## src/rtl/full_st0_ctrl_sequencer.sv

```systemverilog
// Stage-0 pass sequencer: load one input block, issue one tap read per tap,
// drain the MAC pipeline, then pulse state_finish and advance load_phase.
module full_st0_ctrl_sequencer #(
  parameter int unsigned PIPE_DEPTH = 6,
  parameter int unsigned PHASES     = 4,
  localparam int unsigned PHASE_W   = (PHASES > 1) ? $clog2(PHASES) : 1
) (
  input  logic               clk,
  input  logic               reset,
  input  logic               enable,
  input  logic [3:0]         tap_length,
  input  logic [2:0]         load_length,
  input  logic               stage_0_data_vld,
  output logic               stage_0_data_rdy,
  input  logic               stall,
  input  logic               error_update_mode,
  output logic [3:0]         read_address,
  output logic               read_valid,
  output logic               read_finish,
  output logic               state_finish,
  output logic               update_pass,
  output logic [PHASE_W-1:0] load_phase,
  output logic               busy
);

  localparam logic [3:0]         DRAIN_INIT = 4'(PIPE_DEPTH - 1);
  localparam logic [PHASE_W-1:0] PHASE_LAST = PHASE_W'(PHASES - 1);

  typedef enum logic [2:0] {
    StIdle,
    StLoad,
    StRun,
    StDrain,
    StFin
  } state_e;

  state_e             state_q, state_d;
  logic [2:0]         sample_q, sample_d;
  logic [3:0]         addr_q, addr_d;
  logic [3:0]         drain_q, drain_d;
  logic [PHASE_W-1:0] phase_q, phase_d;
  logic               upd_q, upd_d;
  logic               busy_q;
  logic               fin_q;

  logic handshake;
  logic last_sample;
  logic last_tap;

  assign stage_0_data_rdy = (state_q == StLoad);
  assign handshake        = stage_0_data_rdy & stage_0_data_vld;
  assign last_sample      = (sample_q == load_length);
  assign read_valid       = (state_q == StRun) & ~stall;
  assign last_tap         = (addr_q == tap_length);
  assign read_finish      = read_valid & last_tap;

  assign read_address = addr_q;
  assign state_finish = fin_q;
  assign update_pass  = upd_q;
  assign load_phase   = phase_q;
  assign busy         = busy_q;

  always_comb begin
    state_d  = state_q;
    sample_d = sample_q;
    addr_d   = addr_q;
    drain_d  = drain_q;
    phase_d  = phase_q;
    upd_d    = upd_q;
    unique case (state_q)
      StIdle: begin
        sample_d = 3'd0;
        if (enable) state_d = StLoad;
      end
      StLoad: begin
        if (handshake) begin
          if (last_sample) begin
            sample_d = 3'd0;
            addr_d   = 4'd0;
            upd_d    = error_update_mode;
            state_d  = StRun;
          end else begin
            sample_d = sample_q + 3'd1;
          end
        end
      end
      StRun: begin
        if (read_valid) begin
          addr_d = addr_q + 4'd1;
          if (last_tap) begin
            drain_d = DRAIN_INIT;
            state_d = StDrain;
          end
        end
      end
      StDrain: begin
        // Down-counter runs PIPE_DEPTH cycles regardless of stall.
        if (drain_q == 4'd0) begin
          state_d = StFin;
        end else begin
          drain_d = drain_q - 4'd1;
        end
      end
      StFin: begin
        phase_d = (phase_q == PHASE_LAST) ? '0 : phase_q + 1'b1;
        state_d = enable ? StLoad : StIdle;
      end
      default: state_d = StIdle;
    endcase
  end

  always_ff @(posedge clk) begin
    if (reset) begin
      state_q  <= StIdle;
      sample_q <= 3'd0;
      addr_q   <= 4'd0;
      drain_q  <= 4'd0;
      phase_q  <= '0;
      upd_q    <= 1'b0;
      busy_q   <= 1'b0;
      fin_q    <= 1'b0;
    end else begin
      state_q  <= state_d;
      sample_q <= sample_d;
      addr_q   <= addr_d;
      drain_q  <= drain_d;
      phase_q  <= phase_d;
      upd_q    <= upd_d;
      // Registered decodes of the next state so they line up with state_q.
      busy_q   <= (state_d != StIdle);
      fin_q    <= (state_d == StFin);
    end
  end

endmodule

```

## config.mk

```make
export PLATFORM = sky130hd
export DESIGN_NAME = full_st0_ctrl_sequencer
export DESIGN_NICKNAME = d
export VERILOG_FILES = /design/src/rtl/full_st0_ctrl_sequencer.sv
export SDC_FILE = /design/constraint.sdc
export NUM_CORES = 1
export LEC_CHECK = 0
export BUFFER_PORTS_ARGS = -buffer_cell sky130_fd_sc_hd__buf_2
export CAP_MARGIN = 20
export CORE_MARGIN = 3
export CORE_UTILIZATION = 45
export CTS_CLUSTER_DIAMETER = 100
export DETAILED_ROUTE_END_ITERATION = 7
export GPL_ROUTABILITY_DRIVEN = 0
export GPL_TIMING_DRIVEN = 1
export HOLD_SLACK_MARGIN = 0.12
export PLACE_DENSITY = 0.83
export SYNTH_ARGS = -nofsm -noshare
export SYNTH_HDL_FRONTEND = slang
export SYNTH_SLANG_ARGS = --single-unit
```

## constraint.sdc

```tcl
create_clock -name clk -period 1.7 [get_ports clk]
set_input_delay 0.34 -clock clk [delete_from_list [all_inputs] [get_ports clk]]
set_output_delay 0.34 -clock clk [all_outputs]
set_load 0.1 [all_outputs]
```

==> flow_summary.ini, run 1 <==
[status]
outcome = finished, violations left
violations = setup timing

[timing]
min_period_over_period_pct = 101
rsz0062_at_grt = true
setup_slack_ps = -14.5
finalSetupViolCount = 1
period_needed_ps = 1710
max_slew_margin_pct = 67.3
slew_viol_final = 0
clock_skew_ps = 8.35
worstMarginPinSlew_ps = 493
finalSetupTns_ps = -14.5
holdWs_ps = 269
clock.fmax_ghz = 0.583
hold_viol_final = 0

[cts]
ctsLongestPathBuffers = 2
h-tree-depth = 1
clockRootBuffer = clkbuf_4
numCtsBuffers = 3
cts_tree = done
holdBufCountCts = 0
clkLatencyLatePin_ps = 310
clkSinkCount = 19
path_clk_slew_ps = 120

[critical_path]
max_stage_delay_ps = 370
crit_fanout = 2
timing.critical_path.slowest_stage_cell = dfxtp_4
crit_chain = xnor2_2 > nand4_1 > nor2_4 > buf_12
start_kind = flop
regToRegSetupSlack_ps = 70
worst-path-buf-inv = 1
crit_path_end_kind = primary output
rr_worst_depth = 6
crit_arrival_ps = 1370
path_class = flop to primary output
worstPathRequired_ps = 1360
crit_family = simple AND/OR/NAND/NOR gates
cp.depth = 4

[synthesis]
synthArstFlopShare_pct = 0
ys.warnings.count = 0
synth_edf_count = 0
syn_inst = 109
synth_top_area_share_pct = 39.8
ys.flop_type = dfxtp_1
synthesis.area_sq_um = 955
yosysTopAreaCell = dfxtp_1
syn_avg_cell_area_sq_um = 8.76
ys_seq_area_share_pct = 39.8
ys_top_cells_by_area = dfxtp_1 (40%), xnor2_1 (10%), nor2_1 (7.1%)
synth_cell_type_count = 31
ys_ff_latch = 19
synth_nets = 126

[placed_design]
dpl-instance-area_sq_um = 1230
post-dp-hpwl_um = 1620
io_buffers = 24

[run]
maxCapViolCount = 0

[finish]
final_area_sq_um = 1400
final_cell_mix = buf_2 (21), nor2_1 (16), buf_4 (14)
regArea_sq_um = 409
area_delta_synth_final_pct = 46.5
multi_input_area_sq_um = 623
finish.utilization_pct = 70.6
nets = 168
fillers = 137
drive_gt1_share_pct = 48.7
layout_commonest_cell = buf_2
diodes = 0

[drt]
drt-total-wl_um = 2230
drc_errors = 0
via_per_inst = 5.05
drtIter0Drc = 19
wl_per_cell_um = 12.6
met1Wirelength_um = 1010
wl_met3_um = 106
topRoutingLayerUsed = met4
routed-wl-met2_um = 1080
antenna_left = 0
firstDrtPassIters = 4
vias = 894

[global_route]
first_global_vias = 853
grt_start_max_net_pins = 17
grt_pass1_wl_um = 3510
antenna_found_initial = 0
overflow = 0
grt_util_all_layers_pct = 17.1

[floorplanning]
fp-row-count = 16
dieArea_sq_um = 2710
fp.coreArea_sq_um = 1980
die_w_um = 52.1
io_pins = 25
die_height_um = 52.1
initial_utilization_pct = 48.2

[min_path]
worstHoldPathType = primary input to flop
min_path_cells = 3

[pwr]
p_leak_nw = 0.568
finalPower_mw = 0.899
ir_worst_vdd_v = 0.000552
power_density_nw_per_um2 = 642
worst paths after layout:
| path | from | endpoint |
|---|---|---|
| setup reg to reg | state_q[1] | read_address[3] |
| hold reg to reg | sample_q[1] | sample_q[1] |
| hold / removal | error_update_mode | update_pass |
| setup / recovery | read_address[3] | read_finish |
power by group:
| part | internal, mW | switching [mW] |
|---|---|---|
| Clock | 0.0878 | 0.150 |
| Sequential | 0.447 | 0.00905 |
| Combinational | 0.0797 | 0.125 |
synth_stat cells, types with 2 or more instances:
master and count:
dfxtp_1 19, nor2_1 18, xnor2_1 11, nand2_1 9
a21oi_1 7, inv_1 6, ha_1 4, nand3_1 4
nor3_1 3, a31oi_1 2, nand2b_1 2, nand4_1 2
nor3b_1 2, o21ai_0 2, o21ai_1 2
area by class of cell:
type / count / share of cell area, %
Multi-Input combinational cell: 82 / 44.5
Sequential cell: 19 / 29.2
Timing Repair Buffer: 38 / 19.3
Inverter: 7 / 2.50
Tap cell: 27 / 2.42
Clock buffer: 3 / 1.61
Clock inverter: 1 / 0.358
logic make-up after synthesis:
| family | share of synthesized area (%) |
|---|---|
| flops | 39.8 |
| compound gates | 13.8 |
| fa+ha+maj | 5.24 |
| xor+xnor | 10.1 |
| buf+inv | 3.67 |
| simple gates | 26.3 |
| mux | 1.05 |
metrics by stage:
step	cells	worst slack (ps)
2_1_floorplan	109	-38.6
3_3_place_gp	164	153
3_5_place_dp	164	9.15
5_1_grt	177	-67.2
6_report	177	-14.5
4_1_cts	173	-20.7
layer usage:
metal  vias to the layer above  global-route usage (%)
li1                        457                       -
met1                       416                    20.9
met2                        17                    29.3
met3                         4                    3.15
met4                         0                    6.55
met5                         -                       0
flip-flops by register name, summed over array words and instances, names as in the netlist:
| register | count |
|---|---|
| busy | 1 |
| drain_q | 4 |
| load_phase | 2 |
| read_address | 4 |
| sample_q | 3 |
| state_finish | 1 |
| state_q | 3 |
| update_pass | 1 |
tightest hold or removal path, delay by kind of cell:
kind | cells | cell delay (ps)
simple gates | 1 | 80
buf+inv | 1 | 70
mux | 1 | 60
timing repair:
item / 4_1_cts / 5_1_grt
buffers inserted: 5 / 4
gates resized for setup: 5 / 13
setup endpoints to repair: 3 / 8
pin swaps: 2 / 7
hold endpoints to repair: 0 / 0
(Power assumes the default switching activity.)
==> inputs of run 2 (changes only) <==
--- a/config.mk
+++ b/config.mk
@@ -9,11 +9,11 @@
 export CAP_MARGIN = 20
 export CORE_MARGIN = 3
-export CORE_UTILIZATION = 45
+export CORE_UTILIZATION = 48
+export CTS_BUF_LIST = sky130_fd_sc_hd__clkbuf_8
 export CTS_CLUSTER_DIAMETER = 100
 export DETAILED_ROUTE_END_ITERATION = 7
 export GPL_ROUTABILITY_DRIVEN = 0
-export GPL_TIMING_DRIVEN = 1
 export HOLD_SLACK_MARGIN = 0.12
-export PLACE_DENSITY = 0.83
+export PLACE_DENSITY = 0.88
 export SYNTH_ARGS = -nofsm -noshare
 export SYNTH_HDL_FRONTEND = slang
==> constraint.sdc (replaced) <==
create_clock -name clk -period 1.7 [get_ports clk]
set_input_delay 0.085 -clock clk [delete_from_list [all_inputs] [get_ports clk]]
set_output_delay 0.085 -clock clk [all_outputs]
set_load 0.1 [all_outputs]
==> run 2 against run 1 <==
Against the previous run:
- the run now ends clean
- critical endpoint is now drain_q[3]
- fmax rose by 6.5%
- via count increased by 1.5%
- clock-buffer cell count unchanged
- largest power group unchanged
- clock skew decreased by 3.0 ps
- highest routed layer unchanged
==> flow_summary.ini, run 2 (same netlist as run 1, synthesis figures left out) <==
[critical_path]
worstPathRequired_ps = 1850
max_stage_delay_ps = 360
crit_arrival_ps = 1760
crit_path_end_kind = flop
timing.critical_path.slowest_stage_cell = dfxtp_2
rr_startpoint = drain_q[1]
timing.rr.end = drain_q[3]
path_class = flop to flop
rr_worst_depth = 8
crit_chain = inv_1 > ha_1 > nor3b_2 > nand2b_1 > buf_4 > nor4_4 > xnor2_1 > nor3_1
crit_fanout = 3
regToRegSetupSlack_ps = 90
start_kind = flop

[floorplanning]
initial_utilization_pct = 53.0
fp-row-count = 15
die_height_um = 50.6
io_pins = 25
die_w_um = 50.6
fp.coreArea_sq_um = 1800
dieArea_sq_um = 2560

[global_route]
antenna_found_initial = 0
grt_start_max_net_pins = 17
overflow = 0
grt_util_all_layers_pct = 19.2
grt_util_met2_pct = 35.0
grt_pass1_wl_um = 3660
busiest_layer = met2
first_global_vias = 896
use_met1_pct = 19.9
met3_usage_pct = 5.04

[pwr]
p_int_mw = 0.674
ir_worst_vdd_v = 0.000721
clockPowerShare_pct = 33.1
power_density_nw_per_um2 = 741
p_leak_nw = 0.502
finalPower_mw = 0.959
netSwitchingPower_mw = 0.285
power.share.sequential_pct = 48.1
comb_power_share_pct = 18.8
switching_share_pct = 29.7

[timing]
setup_slack_ps = 90.8
min_period_over_period_pct = 94.7
slew_viol_final = 0
period_needed_ps = 1610
worstMarginPinSlew_ps = 490
clock_skew_ps = 5.35
finalSetupViolCount = 0
max_slew_margin_pct = 67.5
clock.fmax_ghz = 0.621
hold_viol_final = 0
finalSetupTns_ps = 0
holdWs_ps = 169

[finish]
nets = 160
area_delta_synth_final_pct = 35.5
diodes = 0
finish.utilization_pct = 71.8
drive_gt1_share_pct = 38.0
final_cell_mix = buf_2 (22), nor2_1 (17), dfxtp_1 (13)
layout_commonest_cell = buf_2

[cts]
clockRootBuffer = clkbuf_8
cts_tree = done
h-tree-depth = 1
numCtsBuffers = 3
path_clk_slew_ps = 70
clkLatencyLatePin_ps = 260
clkSinkCount = 19
ctsLongestPathBuffers = 2

[drt]
antenna_left = 0
drtIter0Drc = 23
drc_errors = 0
via_per_inst = 5.43
wl_per_cell_um = 13.5
firstDrtPassIters = 4
drt-total-wl_um = 2260
vias = 907

[placed_design]
post-dp-hpwl_um = 1690
pre_cts_ws_ps = -20.7
io_buffers = 24

[min_path]
min-delay-start = reset
min_path_cells = 2
worstHoldPathType = primary input to flop
whs_endpoint = load_phase[0]

[run]
maxCapViolCount = 0

[status]
outcome = complete, no violations
run 2: cell types whose count changed in the layout (fill, tap and decap cells not counted), sizes merged:
| cell | change |
|---|---|
| buf | -10 |
| dlygate4sd3 | +2 |
run 2: worst max-delay path by stage:
stage | startpoint | end | slack [ps] | cells after the start
after floorplan | state_q[0] | read_address[2] | 6 | 7
after global placement | drain_q[0] | busy | 170 | 7
after detailed placement | drain_q[0] | busy | -20 | 7
after CTS | drain_q[0] | drain_q[2] | 20 | 7
after global routing | drain_q[0] | drain_q[3] | -20 | 8
final | drain_q[1] | drain_q[3] | 90 | 8
run 2: stage by stage:
stage,area (sq um),instances
2_1_floorplan,993,109
3_3_place_gp,1190,160
3_5_place_dp,1190,160
4_1_cts,1270,166
5_1_grt,1290,167
6_report,1290,167
run 2: routing by layer:
metal  vias to the layer above  part of all wire (%)
li1                        439                     -
met5                         -                     0
met3                         5                   6.5
met4                         0                   1.9
met2                        46                    50
met1                       417                    42
run 2: power groups by stage:
stage	Clock, mW	Sequential, mW	Combinational [mW]
3_5_place_dp	0	0.471	0.174
5_1_grt	0.345	0.463	0.189
6_report	0.318	0.461	0.180
2_1_floorplan	0	0.506	0.0874
4_1_cts	0.327	0.461	0.180
3_3_place_gp	0	0.471	0.168
run 2: worst max-delay path: cells and delay by family, from the launching register on:
kind | cells | cell delay [ps]
simple gates | 4 | 540
buf+inv | 2 | 240
fa+ha+maj | 1 | 210
flops | 1 | 360
xor+xnor | 1 | 140
run 2: timing repair:
action,CTS,global route
hold buffers,2,0
resized for setup,1,5
pin swaps,0,1
endpoints found under the setup margin,1,4
setup buffers,0,1
hold endpoints to repair,2,0
run 2: cell type report:
| cell class | instances | area (sq um) |
|---|---|---|
| Multi-Input combinational cell | 82 | 583 |
| Timing Repair Buffer | 30 | 200 |
| Sequential cell | 19 | 398 |
| Clock inverter | 1 | 5.00 |
| Inverter | 7 | 35.0 |
| Clock buffer | 3 | 41.3 |
| Fill cell | 136 | 508 |
| Tap cell | 25 | 31.3 |
